==> src/rtl/branch_resolution_unit.sv <==
// Execute-side branch resolution: in-order queue of predicted branches, predictor
// feedback, mispredict flush/redirect handshake and branch/mispredict statistics.
module branch_resolution_unit #(
   parameter int unsigned ADDR_WIDTH = 32,
   parameter int unsigned DEPTH      = 4,
   parameter int unsigned CNT_WIDTH  = 32
) (
   input  logic                  clk,
   input  logic                  rst,
   input  logic                  i_req_valid,
   input  logic [ADDR_WIDTH-1:0] i_req_pc,
   input  logic                  i_req_prediction,
   input  logic [ADDR_WIDTH-1:0] i_req_recovery_target,
   output logic                  o_req_ready,
   input  logic                  i_ex_valid,
   input  logic [ADDR_WIDTH-1:0] i_ex_pc,
   input  logic                  i_ex_taken,
   output logic                  o_fb_valid,
   output logic [ADDR_WIDTH-1:0] o_fb_pc,
   output logic                  o_fb_prediction,
   output logic                  o_fb_outcome,
   output logic                  o_flush,
   output logic                  o_redirect_valid,
   output logic [ADDR_WIDTH-1:0] o_redirect_target,
   input  logic                  i_redirect_ready,
   output logic [CNT_WIDTH-1:0]  o_branch_count,
   output logic [CNT_WIDTH-1:0]  o_mispredict_count,
   output logic                  o_error
);

   localparam int unsigned PTR_W = (DEPTH > 1) ? $clog2(DEPTH) : 1;
   localparam int unsigned OCC_W = PTR_W + 1;

   typedef struct packed {
      logic [ADDR_WIDTH-1:0] pc;
      logic                  prediction;
      logic [ADDR_WIDTH-1:0] recovery_target;
   } entry_t;

   typedef enum logic {
      S_IDLE,
      S_REDIRECT
   } state_t;

   state_t                state_q, state_d;
   entry_t                mem_q [DEPTH];
   entry_t                mem_d [DEPTH];
   logic [PTR_W-1:0]      rd_ptr_q, rd_ptr_d;
   logic [PTR_W-1:0]      wr_ptr_q, wr_ptr_d;
   logic [OCC_W-1:0]      count_q, count_d;
   logic                  fb_valid_q, fb_valid_d;
   logic [ADDR_WIDTH-1:0] fb_pc_q, fb_pc_d;
   logic                  fb_prediction_q, fb_prediction_d;
   logic                  fb_outcome_q, fb_outcome_d;
   logic                  flush_q, flush_d;
   logic                  redirect_valid_q, redirect_valid_d;
   logic [ADDR_WIDTH-1:0] redirect_target_q, redirect_target_d;
   logic [CNT_WIDTH-1:0]  branch_count_q, branch_count_d;
   logic [CNT_WIDTH-1:0]  mispredict_count_q, mispredict_count_d;
   logic                  error_q, error_d;

   logic                  req_ready;
   logic                  push;
   logic                  resolve;
   logic                  mispredict;
   entry_t                head;
   entry_t                new_entry;

   // Ready depends only on registered state; no same-cycle bypass when full.
   assign req_ready = (state_q == S_IDLE) && (count_q < OCC_W'(DEPTH));
   assign head      = mem_q[rd_ptr_q];

   always_comb begin
      state_d            = state_q;
      mem_d              = mem_q;
      rd_ptr_d           = rd_ptr_q;
      wr_ptr_d           = wr_ptr_q;
      count_d            = count_q;
      fb_valid_d         = 1'b0;
      fb_pc_d            = fb_pc_q;
      fb_prediction_d    = fb_prediction_q;
      fb_outcome_d       = fb_outcome_q;
      flush_d            = 1'b0;
      redirect_valid_d   = redirect_valid_q;
      redirect_target_d  = redirect_target_q;
      branch_count_d     = branch_count_q;
      mispredict_count_d = mispredict_count_q;
      error_d            = error_q;
      mispredict         = 1'b0;

      push    = i_req_valid && req_ready;
      resolve = i_ex_valid && (state_q == S_IDLE) && (count_q != '0);

      new_entry.pc              = i_req_pc;
      new_entry.prediction      = i_req_prediction;
      new_entry.recovery_target = i_req_recovery_target;

      case (state_q)
         S_IDLE: begin
            if (i_ex_valid && (count_q == '0)) begin
               error_d = 1'b1;
            end

            if (resolve) begin
               if (head.pc != i_ex_pc) begin
                  error_d = 1'b1;
               end
               fb_valid_d      = 1'b1;
               fb_pc_d         = head.pc;
               fb_prediction_d = head.prediction;
               fb_outcome_d    = i_ex_taken;
               if (branch_count_q != '1) begin
                  branch_count_d = branch_count_q + CNT_WIDTH'(1);
               end
               mispredict = (i_ex_taken != head.prediction);
            end

            if (mispredict) begin
               // Whole queue is wrong path; a same-cycle push is dropped too.
               rd_ptr_d          = '0;
               wr_ptr_d          = '0;
               count_d           = '0;
               flush_d           = 1'b1;
               redirect_valid_d  = 1'b1;
               redirect_target_d = head.recovery_target;
               if (mispredict_count_q != '1) begin
                  mispredict_count_d = mispredict_count_q + CNT_WIDTH'(1);
               end
               state_d = S_REDIRECT;
            end else begin
               if (resolve) begin
                  rd_ptr_d = rd_ptr_q + PTR_W'(1);
               end
               if (push) begin
                  mem_d[wr_ptr_q] = new_entry;
                  wr_ptr_d        = wr_ptr_q + PTR_W'(1);
               end
               case ({push, resolve})
                  2'b10:   count_d = count_q + OCC_W'(1);
                  2'b01:   count_d = count_q - OCC_W'(1);
                  default: count_d = count_q;
               endcase
            end
         end

         S_REDIRECT: begin
            // Decode/execute traffic here is wrong path and is ignored.
            if (i_redirect_ready) begin
               redirect_valid_d = 1'b0;
               state_d          = S_IDLE;
            end
         end

         default: begin
            state_d = S_IDLE;
         end
      endcase
   end

   always_ff @(posedge clk) begin
      if (rst) begin
         state_q            <= S_IDLE;
         for (int i = 0; i < int'(DEPTH); i++) begin
            mem_q[i] <= '0;
         end
         rd_ptr_q           <= '0;
         wr_ptr_q           <= '0;
         count_q            <= '0;
         fb_valid_q         <= 1'b0;
         fb_pc_q            <= '0;
         fb_prediction_q    <= 1'b0;
         fb_outcome_q       <= 1'b0;
         flush_q            <= 1'b0;
         redirect_valid_q   <= 1'b0;
         redirect_target_q  <= '0;
         branch_count_q     <= '0;
         mispredict_count_q <= '0;
         error_q            <= 1'b0;
      end else begin
         state_q            <= state_d;
         mem_q              <= mem_d;
         rd_ptr_q           <= rd_ptr_d;
         wr_ptr_q           <= wr_ptr_d;
         count_q            <= count_d;
         fb_valid_q         <= fb_valid_d;
         fb_pc_q            <= fb_pc_d;
         fb_prediction_q    <= fb_prediction_d;
         fb_outcome_q       <= fb_outcome_d;
         flush_q            <= flush_d;
         redirect_valid_q   <= redirect_valid_d;
         redirect_target_q  <= redirect_target_d;
         branch_count_q     <= branch_count_d;
         mispredict_count_q <= mispredict_count_d;
         error_q            <= error_d;
      end
   end

   assign o_req_ready        = req_ready;
   assign o_fb_valid         = fb_valid_q;
   assign o_fb_pc            = fb_pc_q;
   assign o_fb_prediction    = fb_prediction_q;
   assign o_fb_outcome       = fb_outcome_q;
   assign o_flush            = flush_q;
   assign o_redirect_valid   = redirect_valid_q;
   assign o_redirect_target  = redirect_target_q;
   assign o_branch_count     = branch_count_q;
   assign o_mispredict_count = mispredict_count_q;
   assign o_error            = error_q;

endmodule

==> config.mk <==
export PLATFORM = sky130hd
export DESIGN_NAME = branch_resolution_unit
export DESIGN_NICKNAME = d
export VERILOG_FILES = /design/src/rtl/branch_resolution_unit.sv
export SDC_FILE = /design/constraint.sdc
export NUM_CORES = 1
export LEC_CHECK = 0
export CAP_MARGIN = 10
export CORE_ASPECT_RATIO = 1.1
export CORE_UTILIZATION = 55
export DETAILED_ROUTE_END_ITERATION = 10
export PLACE_DENSITY = 0.9
export SLEW_MARGIN = 20
export SYNTH_ARGS = -nofsm -noshare
export SYNTH_HDL_FRONTEND = slang
export SYNTH_SLANG_ARGS = --single-unit
==> constraint.sdc <==
create_clock -name clk -period 3.7 [get_ports clk]
set_clock_uncertainty 0.1 [all_clocks]
set_input_delay 0.925 -clock clk [delete_from_list [all_inputs] [get_ports clk]]
set_output_delay 0.925 -clock clk [all_outputs]
set_load 0.1 [all_outputs]
Word level (Yosys, flattened, before mapping)
Cells that the tools add are included.
Cells by class
  add/subtract/negate cells: 6
  $mul: 0
  divide/modulo/power cells: 0
  order comparisons: 4
  eq/ne operators: 8
  shifts and indexed selects: 0
  muxes and demuxes: 24
  bitwise gates (word level): 4
  reduce and logical (&&, ||, !) cells: 21
Operators with widths (number)
  260-bit bitwise mux: 1
  65-bit two-way mux: 3
  65-bit binary-select mux with 2-bit select: 1
  65-bit demux with 2-bit select: 1
  32-bit by 1-bit adder with 32-bit output (second input constant): 2
  32-bit != test (second input constant): 2
  32-bit != test: 1
  2-bit AND reduction: 6
  1-bit two-way mux: 10
  3-bit AND reduction: 3
  2-bit two-way mux: 4
  3-bit greater-or-equal comparator (second input constant): 2
  1-bit logical AND: 6
  2-bit NOT with 3-bit output: 2
  3-bit one-hot mux with 2 select lines: 1
  3-bit nonzero test: 2
  2-bit by 1-bit adder with 2-bit output (second input constant): 2
  1-bit one-hot mux with 2 select lines: 2
  2-bit nonzero test: 2
  3-bit by 1-bit adder with 3-bit output (second input constant): 1
  3-bit zero test: 1
  3-bit by 1-bit < comparator with 1-bit output (second input constant): 1
  3-bit < comparator (second input constant): 1
  3-bit two-way mux: 1
  other kinds (8): 9
Storage, ports and cells
  register bits: 402
  latch bits: 0
  memory bits (writable): 0
  memory bits (read-only): 0
  logic and storage cells: 93
  memories kept: 0

Depth between registers and ports, before layout
Gate-level depths: netlist of the first run.
  depth in word-level cells: 9
  depth in mapped cells: 10
  depth with buffers taken out: 8

Worst setup path before layout of the first run
No wires, ideal clock.
  kind: reg-to-reg
  from: register state_q
  to: register count_q[2]
  arrival time: 3126 ps
  required time: 3522 ps
  path slack: 396 ps
  stages on the path, launching flop included: 10
  cells stage by stage: dfxtp_1 > nor2_1 > and2_1 > clkbuf_1 > nor2_1 > fa_1 > xnor2_1 > nand2_1 > xor2_1 > nor3_1
Between the ends
  elaborated cells on any way between the ends: 13
RTL lines
  from (decl): line 45  | state_t state_q, state_d;
  from (signal assigned): line 180  | state_q <= state_d;
  1-bit NOT (no source line) *
  1-bit logical AND *: line 70  | assign req_ready = (state_q == S_IDLE) && (count_q < OCC_W'(DEPTH));
  via o_req_ready: line 14  | output logic o_req_ready,
  1-bit logical AND *: line 91  | push = i_req_valid && req_ready;
  2-bit by 1-bit == test with 1-bit output or 2-bit == test (tied branches): line 138  | case ({push, resolve})
  3-bit one-hot mux with 2 select lines or 3-bit nonzero test (tied branches)
  3-bit two-way mux or 2-bit AND reduction (tied branches)
  to (signal assigned): line 184  | count_q <= count_d;
  to (decl): line 50  | logic [OCC_W-1:0] count_q, count_d;
Mark *: on every way through the listed nets, which the timed path passes. The rest lies on a longest branch. The select of a mux whose other input is x is not followed.
A chain may end at the register's enable or synchronous reset.

Worst setup path after layout of the first run
  from: register fb_pc_q[15] (netlist: o_fb_pc[15])
  to: output port o_fb_pc[15]
RTL lines
  from (decl): line 52  | logic [ADDR_WIDTH-1:0] fb_pc_q, fb_pc_d;
  from (signal assigned): line 186  | fb_pc_q <= fb_pc_d;
  to (decl): line 19  | output logic [ADDR_WIDTH-1:0] o_fb_pc,
No word-level cell between the ends.

==> flow_summary_export.csv, run 1 <==
group,metric,value,unit
status,outcome,"finished, final reports clean",
die,row_count,67,
synthesis,synth_cell_types,56,
clocking,holdBufCountCts,0,
critical_path,worstPathArrival,2.01,ns
critical_path,crit_chain,"clkdlybuf4s50_1",
critical_path,worstSetupPathType,"register to output port",
synthesis,synth_area_per_cell,8.37,µm²
global_routing,grt_usage,29.7,%
synthesis,synth-edff-count,0,
route,viasPerCell,5.83,
synthesis,syn_inst,2042,
clocking,root_buffer,"clkbuf_16",
clocking,cts_tree,"done",
timing,setup_viol,0,
critical_path,path_max_fanout,2,
route,vias,15500,
power,vdd_drop_max,0.414,mV
die,io_pins,238,
die,die_x,170,µm
synthesis,ys_async_sr_fraction,0,%
finish,fin_cells,2660,
timing,worst_slew_margin_rel,34.5,%
global_routing,grt_max_degree,105,
power,power.total,13.1,mW
die,fp.dieArea,0.0318,mm²
route,dr.pass1.iters,6,
timing,rsz0062_at_grt,"no",
critical_path,critical_path.slowest_cell,"clkdlybuf4s50_1",
clocking,cts_buffers,39,
clocking,post_cts_buffers,0,
timing,layout_setup_ws,0.666,ns
route,drt-initial-drc-count,1817,
critical_path,worstSetupStartpointType,"register",
timing,maxSlewViolCount,0,
global_routing,grt_pass1_vias,15000,
clocking,numClockSinks,402,
placed_design,place_congestion,0.952,
timing,layout_min_cycle_time,3.03,ns
placed_design,placed_cell_area,0.0194,mm²
synthesis,seq_area_frac_synth,47.1,%
placed_design,dpl.hpwl,30.9,mm
global_routing,grt_pass1_wl,76.3,mm
synthesis,synth_nets,2152,
placed_design,dp.cells,2586,
finish,nNetsFinal,2323,
die,start_util,56.0,%
critical_path,max_stage_delay,1.14,ns
die,core_area,0.0305,mm²
power,leakage,7.20,nW
placed_design,dp_slack,0.366,ns
clocking,clk_latency,0.53,ns
timing,setup_tns,0,ns
synthesis,synth-main-ff-cell,"dfxtp_1",
timing,hold_viol,0,
route,postRouteWirelength,48.2,mm
job,max-cap-violations,0,
critical_path,crit_buf_inv,1,
clocking,clockBufferDepth,3,
route,drc,0,
finish,syn_to_final_growth,21.3,%
synthesis,yosysWarnings,0,
route,antenna_left,0,
timing,fmax,0.330,GHz
route,wl_per_cell,18.1,µm
clocking,cts_resized,0,
clocking,clk_pin_slew_worst_paths,0.06,ns
timing,hold_ws,0.351,ns
placed_design,portBuffers,237,
critical_path,cp-end-kind,"output port",
die,die_h,187,µm
synthesis,synth_area,0.0171,mm²
finish,drive_gt1_share,13.6,%
timing,post-route-period-util,82.0,%
global_routing,antenna_found_initial,5,
global_routing,gr-total-overflow,0,
worst_hold_path,hold_class,"register to register",
finish,post-route-util,67.9,%
clocking,h-tree-depth,2,
critical_path,cp_top_family,"buffers and inverters",
power,power.density,633,mW/mm²
timing,worst-slew-pin-transition,0.979,ns
finish,stdcell_area,0.0207,mm²
synthesis,ys_ff_latch,402,
critical_path,worstPathRequired,2.67,ns
-- layer usage --
layer	wire, µm	vias up	GRT usage [%]	share of wire (%)
met5	11	-	0	0.023
met4	2050	2	15.8	4.3
met3	4010	129	4.89	8.3
met2	23600	748	49.8	49
met1	18500	7392	36.5	38
li1	-	7232	-	-
-- flip-flops by register name (all words and copies together), names as in the netlist --
signal,flops
wr_ptr_q,2
o_redirect_valid,1
rd_ptr_q,2
o_redirect_target,32
o_fb_prediction,1
o_error,1
o_fb_valid,1
o_flush,1
o_fb_outcome,1
state_q,1
o_fb_pc,32
o_branch_count,32
o_mispredict_count,32
count_q,3
mem_q,260
-- worst paths after layout --
| path | slack (ns) | endpoint | from | cells after the start |
|---|---|---|---|---|
| worst max-delay path | 0.67 | o_fb_pc[15] | o_fb_pc[15] | 1 |
| worst min-delay path | 0.35 | mem_q[24] | mem_q[24] | 2 |
| worst max register to register | 0.71 | mem_q[154] | rd_ptr_q[1] | 8 |
| worst min register to register | 0.35 | mem_q[24] | mem_q[24] | 2 |
-- Yosys cell counts, types with 2 or more instances --
cell       count  area share [%]
ha_1           6            0.44
nand4_1       22            0.81
dfxtp_1      402              47
nand2_1      666              15
xor2_1        39             2.0
buf_4         22            0.97
o2111ai_1      2            0.10
a221oi_1       4            0.21
a21oi_1      348              10
a211oi_1      13            0.57
nand3_1       35             1.0
mux2_2         2            0.13
o22ai_1        5            0.18
xnor2_1       38             1.9
a31oi_1        3            0.11
nor3_1        16            0.47
or3_1         10            0.37
nor2_1        81             1.8
buf_2         36             1.1
o21ai_0       12            0.35
inv_1         18            0.40
nand2b_1       7            0.26
buf_6          2            0.13
nor2b_1        8            0.29
a311oi_1       2            0.10
and3_1        16            0.59
nor4_2         2            0.15
buf_1         15            0.33
a2bb2oi_1      2            0.10
and2_1         6            0.22
and4_1         9            0.46
o21a_1         2           0.088
or4_1          5            0.22
mux4_2        55             7.3
mux2i_1       28             1.6
nor4_1         8            0.29
clkbuf_1      70             1.5
o211ai_1       7            0.31
-- cells in the final DEF, fill, tap and decap left out, types with 7 or more instances in the layout --
cell type        Yosys  final
a211oi_1            13     13
a21oi_1            348    348
and3_1              16     12
and4_1               9      9
buf_12               0      7
buf_4               22    156
clkbuf_1            70      9
clkbuf_16            0     41
clkbuf_8             0      7
clkdlybuf4s50_1      0    111
dfxtp_1            402    400
inv_1               18     18
mux2i_1             28     28
mux4_2              55     55
nand2_1            666    666
nand3_1             35     31
nand4_1             22     22
nor2_1              81     79
nor2b_1              8      8
nor3_1              16     16
nor4_1               8      8
o211ai_1             7      7
o21ai_0             12     12
or3_1               10     10
xnor2_1             38     38
xor2_1              39     39
-- report_power, final --
| group | switching, mW | internal, mW | total [mW] | leakage (nW) |
|---|---|---|---|---|
| Sequential | 0.310 | 4.82 | 5.13 | 3.25 |
| Clock | 1.66 | 2.38 | 4.04 | 0.641 |
| Combinational | 2.68 | 1.27 | 3.95 | 3.31 |
-- cell type report --
type                            instances  area [µm²]
Inverter                               18        67.6
Clock inverter                         13         153
Timing Repair Buffer                  275        2440
Tap cell                              414         518
Antenna cell                            4        10.0
Fill cell                            2323        9800
Sequential cell                       402        8060
Multi-Input combinational cell       1477        8320
Clock buffer                           57        1160
-- logic make-up after synthesis --
family,Yosys count,share of synthesized area (%)
mux,87,9.18
buf+inv,163,4.42
simple gates,898,22.0
flops,402,47.1
compound gates,407,12.7
fa+ha+maj,7,0.557
xor+xnor,78,4.04
No activity file was read; power rests on OpenSTA's default activity.
==> run 2: changes to the inputs <==
- clock period: 3.7 -> 2.96 ns (I/O delays scaled with it)
==> run 2 against run 1 <==
Total power rose by 28%; combinational power rose by 29%; hold slack improved by 0.0011 ns; first-iteration DRC count fell by 5.8%; critical path type is now register to register; register-to-register slack got worse by 0.49 ns; utilization rose by 0.89 points.
==> flow_summary_export.csv, run 2 (synthesis results as in run 1) <==
group,metric,value,unit
global_routing,grt_usage,30.6,%
timing,worst-slew-pin-transition,0.888,ns
finish,fillCellCount,2274,
clocking,clockBufferDepth,3,
critical_path,path_max_fanout,16,
die,core_area,0.0305,mm²
clocking,cts_resized,0,
finish,drive_gt1_share,15.1,%
route,met3_length,3.97,mm
power,power.density,798,mW/mm²
critical_path,cp_top_family,"simple AND/OR/NAND/NOR gates",
worst_hold_path,hold_class,"register to register",
clocking,clk_latency,0.53,ns
timing,post-route-period-util,92.6,%
global_routing,grt_max_degree,69,
die,row_count,67,
clocking,post_cts_buffers,0,
timing,fmax,0.365,GHz
critical_path,r2r_slack,0.22,ns
timing,maxSlewViolCount,0,
finish,syn_to_final_growth,22.9,%
global_routing,gr-total-overflow,0,
critical_path,worstSetupStartpointType,"register",
route,viasPerCell,5.90,
clocking,holdBufCountCts,0,
timing,worst_slew_margin_rel,40.2,%
route,drt-initial-drc-count,1711,
critical_path,worstPathArrival,3.05,ns
power,vdd_drop_max,0.459,mV
route,postRouteWirelength,49.1,mm
die,die_h,187,µm
power,leakage,7.39,nW
status,outcome,"finished, final reports clean",
route,highest-signal-layer,"met4",
timing,setup_tns,0,ns
clocking,numClockSinks,402,
critical_path,crit_buf_inv,1,
route,wl_per_cell,18.4,µm
job,max-cap-violations,0,
critical_path,max_stage_delay,0.61,ns
die,io_pins,238,
placed_design,portBuffers,237,
clocking,h-tree-depth,2,
global_routing,grt_pass1_vias,15500,
finish,largest_reg_flops,260,
die,fp.dieArea,0.0318,mm²
finish,nNetsFinal,2338,
placed_design,place_congestion,0.892,
clocking,cts_tree,"done",
route,vias,15800,
route,dr.pass1.iters,6,
global_routing,grt_pass1_wl,78.8,mm
route,wl_met1,18.3,mm
power,power.total,16.7,mW
route,drc,0,
placed_design,dpl.hpwl,31.3,mm
critical_path,cp-end-kind,"register",
critical_path,critical_path.slowest_cell,"mux4_2",
timing,rsz0062_at_grt,"no",
finish,mostFrequentLayoutCell,"nand2_1",
timing,layout_setup_ws,0.220,ns
timing,hold_ws,0.352,ns
critical_path,worstSetupPathType,"register to register",
finish,final_cell_mix,"666 x nand2_1, 394 x dfxtp_1, 348 x a21oi_1, 171 x buf_4, 101 x clkdlybuf4s50_1",
placed_design,dp_slack,-0.110,ns
clocking,root_buffer,"clkbuf_16",
route,antenna_left,0,
global_routing,antenna_found_initial,3,
critical_path,worstPathRequired,3.27,ns
timing,hold_viol,0,
clocking,clk_pin_slew_worst_paths,0.06,ns
critical_path,crit_chain,"buf_4 -> mux4_2 -> xor2_1 -> or4_1 -> nor4_1 -> a31oi_1",
die,start_util,56.0,%
route,met2WireLength,24.1,mm
die,die_x,170,µm
finish,post-route-util,68.8,%
timing,setup_viol,0,
clocking,cts_buffers,41,
timing,layout_min_cycle_time,2.74,ns
finish,top_register,"mem_q",
run 2: cell count changes in the layout (fill, tap and decap cells not counted), sizes merged:
| cell | previous run | this run |
|---|---|---|
| inv | 18 | 19 |
| buf | 164 | 187 |
| clkinv | 8 | 7 |
| bufinv | 3 | 1 |
| clkbuf | 57 | 66 |
| clkdlybuf4s50 | 111 | 101 |
| clkinvlp | 2 | 0 |
| diode | 4 | 3 |
run 2: final timing paths:
kind / start / end / cells past startpoint
worst min-delay path: mem_q[127] / mem_q[127] / 2
worst max-delay path: rd_ptr_q[1] / o_error / 6
worst max register to register: rd_ptr_q[1] / o_error / 6
worst min register to register: mem_q[127] / mem_q[127] / 2
run 2: final cells by class:
| cell class | count | area (µm²) | area share, % |
|---|---|---|---|
| clock buffer | 66 | 1320 | 6.30 |
| clock inverter | 9 | 77.6 | 0.370 |
| sequential | 402 | 8060 | 38.4 |
| inverter | 18 | 67.6 | 0.322 |
| timing repair buffer | 288 | 2610 | 12.4 |
| antenna | 3 | 7.51 | 0.0358 |
| multi-input combinational | 1477 | 8320 | 39.7 |
| tap | 414 | 518 | 2.47 |
run 2: through the flow:
stage | std cells | cell area (µm²)
after floorplan | 2042 | 17100
after global routing | 2677 | 21000
final | 2677 | 21000
after CTS | 2674 | 21000
after global placement | 2599 | 19600
after detailed placement | 2599 | 19600
run 2: metal layers:
metal  track usage (%)  up-vias
li1                  -     7276
met1              36.4     7534
met2              52.4      820
met3              4.93      171
met4              17.2        0
met5                 0        -
run 2: where the power goes:
| group | leakage, nW | internal, mW | switching (mW) |
|---|---|---|---|
| logic | 3.44 | 1.71 | 3.39 |
| registers | 3.26 | 6.03 | 0.377 |
| clock network | 0.699 | 3.15 | 2.10 |
| total | 7.39 | 10.9 | 5.86 |
run 2: worst reg2reg max path: stages, from the launching register on:
cell	delay, ns
dfxtp_4	0.54
buf_4	0.31
mux4_2	0.61
xor2_1	0.19
or4_1	0.41
nor4_1	0.34
a31oi_1	0.12
==> run 3: changes to the inputs <==
- CTS_CLUSTER_DIAMETER: default -> 40
==> run 3 against run 2 <==
First-iteration DRC count fell by 4.7%; final cell count rose by 0.30%; routed wire length is 1.4% higher; sequential power about the same; setup slack better by 0.00086 ns; clock power grew 9.0%; clock-buffer cell count increased by 1; largest cell class unchanged; utilization up 0.47 points; cell area grew 0.68%; non-clock buffer count did not move; fmax is essentially flat.
==> flow_summary_export.csv, run 3 (synthesis results as in run 1) <==
group,metric,value,unit
finish,nNetsFinal,2342,
critical_path,worstSetupStartpointType,"register",
placed_design,dpl.hpwl,31.3,mm
power,power.total,17.2,mW
critical_path,worstPathArrival,3.07,ns
global_routing,grt_usage,31.2,%
critical_path,crit_chain,"buf_12 -> mux2i_2 -> a2bb2oi_1 -> a21oi_1 -> or4_1 -> nor4_1 -> a31oi_1",
clocking,h-tree-depth,2,
finish,top_register,"mem_q",
worst_hold_path,hold_class,"register to register",
critical_path,worstSetupPathType,"register to register",
timing,worst-slew-pin-transition,0.910,ns
route,wl_per_cell,18.6,µm
finish,stdcell_area,0.0211,mm²
clocking,clk_pin_slew_worst_paths,0.06,ns
critical_path,worstPathRequired,3.29,ns
timing,worst_slew_margin_rel,38.8,%
timing,layout_min_cycle_time,2.74,ns
placed_design,place_congestion,0.892,
die,fp.dieArea,0.0318,mm²
critical_path,cp-startpoint,"rd_ptr_q[0]",
worst_hold_path,holdCritStartpoint,"o_redirect_target[25]",
clocking,cts_buffers,45,
timing,setup_viol,0,
critical_path,max_stage_delay,0.50,ns
placed_design,dp_slack,-0.110,ns
status,outcome,"finished, final reports clean",
route,dr.pass1.iters,8,
clocking,numClockSinks,402,
placed_design,portBuffers,237,
critical_path,path_max_fanout,56,
route,drc,0,
die,die_x,170,µm
placed_design,placed_cell_area,0.0196,mm²
clocking,clockBufferDepth,3,
critical_path,rr_startpoint,"rd_ptr_q[0]",
clocking,clk_latency,0.56,ns
finish,largest_reg_flops,260,
die,core_area,0.0305,mm²
critical_path,critical_path.slowest_cell,"or4_1",
finish,syn_to_final_growth,23.7,%
finish,final_cell_mix,"666 x nand2_1, 394 x dfxtp_1, 348 x a21oi_1, 171 x buf_4, 101 x clkdlybuf4s50_1",
route,antenna_left,0,
route,vias,15900,
finish,mostFrequentLayoutCell,"nand2_1",
global_routing,antenna_found_initial,2,
job,max-cap-violations,0,
timing,fmax,0.365,GHz
global_routing,grt_pass1_vias,15500,
timing,layout_setup_ws,0.221,ns
finish,drive_gt1_share,15.2,%
power,vdd_drop_max,0.468,mV
die,row_count,67,
timing,rsz0062_at_grt,"no",
clocking,post_cts_buffers,0,
critical_path,cp-end-kind,"register",
global_routing,grt_pass1_wl,79.4,mm
power,power.density,816,mW/mm²
route,viasPerCell,5.93,
global_routing,gr-total-overflow,0,
global_routing,grt_max_degree,69,
power,leakage,7.45,nW
clocking,cts_tree,"done",
die,start_util,56.0,%
timing,hold_viol,0,
timing,post-route-period-util,92.5,%
die,io_pins,238,
clocking,root_buffer,"clkbuf_16",
timing,maxSlewViolCount,0,
route,postRouteWirelength,49.8,mm
die,die_h,187,µm
route,drt-initial-drc-count,1630,
## run 3: cell types whose count changed in the layout (fill, tap and decap cells not counted)
cell        previous run  this run
clkinvlp_4             0         1
clkinv_2               6         4
inv_6                  1         3
clkbuf_1               7        13
bufinv_16              1         4
mux2i_2                0         1
mux2i_1               28        27
diode_2                3         2
clkinv_4               1         4
clkbuf_16             43        47
clkbuf_8              16         7
inv_8                  0         1
## run 3: final cells by class
cell class              count  area, µm²
fillers                  2245       9380
multi-input cells        1477       8330
flip-flops and latches    402       8060
repair buffers            288       2610
clock buffers              67       1320
well taps                 414        518
clock inverters            17        220
inverters                  18       67.6
diodes                      2       5.00
## run 3: path summary, 6_finish.rpt
path	end	slack, ns	depth (start not counted)
max	o_error	0.22	7
max reg2reg	o_error	0.22	7
min	o_redirect_target[25]	0.35	2
min reg2reg	o_redirect_target[25]	0.35	2
## run 3: report_power, final
part	leakage, nW	switching (mW)	internal (mW)	total, mW
sequential	3.26	0.378	6.03	6.41
clock	0.753	2.26	3.47	5.72
combinational	3.44	3.39	1.71	5.11
total	7.45	6.03	11.2	17.2
## run 3: routing by layer
metal  global-route usage [%]  part of all wire, %  vias up
met5                        0                    0        -
met4                     17.7                  5.3        0
met3                     5.52                  8.0      188
met2                     53.6                   49      839
met1                     36.5                   37     7607
li1                         -                    -     7286
## run 3: repair_timing
action                                  4_1_cts  5_1_grt
resized for setup                             0        1
endpoints found under the setup margin        0        1
hold buffers                                  0        0
## run 3: metrics by stage
stage | utilization (%) | instances | hold WS (ns) | setup TNS [ns]
after floorplan | - | 2042 | 0.333 | 0
after global placement | 64.2 | 2599 | 0.338 | -0.878
after detailed placement | 64.2 | 2599 | 0.344 | -0.956
after CTS | 69.2 | 2683 | 0.353 | 0
after global routing | 69.3 | 2685 | 0.370 | 0
final | 69.3 | 2685 | 0.351 | 0
## run 3: worst max-delay path, delay by kind of cell (launching register included)
kind / cells / cell delay [ns]
muxes: 1 / 0.44
DFF: 1 / 0.37
AOI/OAI and AO/OA: 3 / 0.47
buffers and inverters: 1 / 0.34
and+or+nand+nor: 2 / 0.84
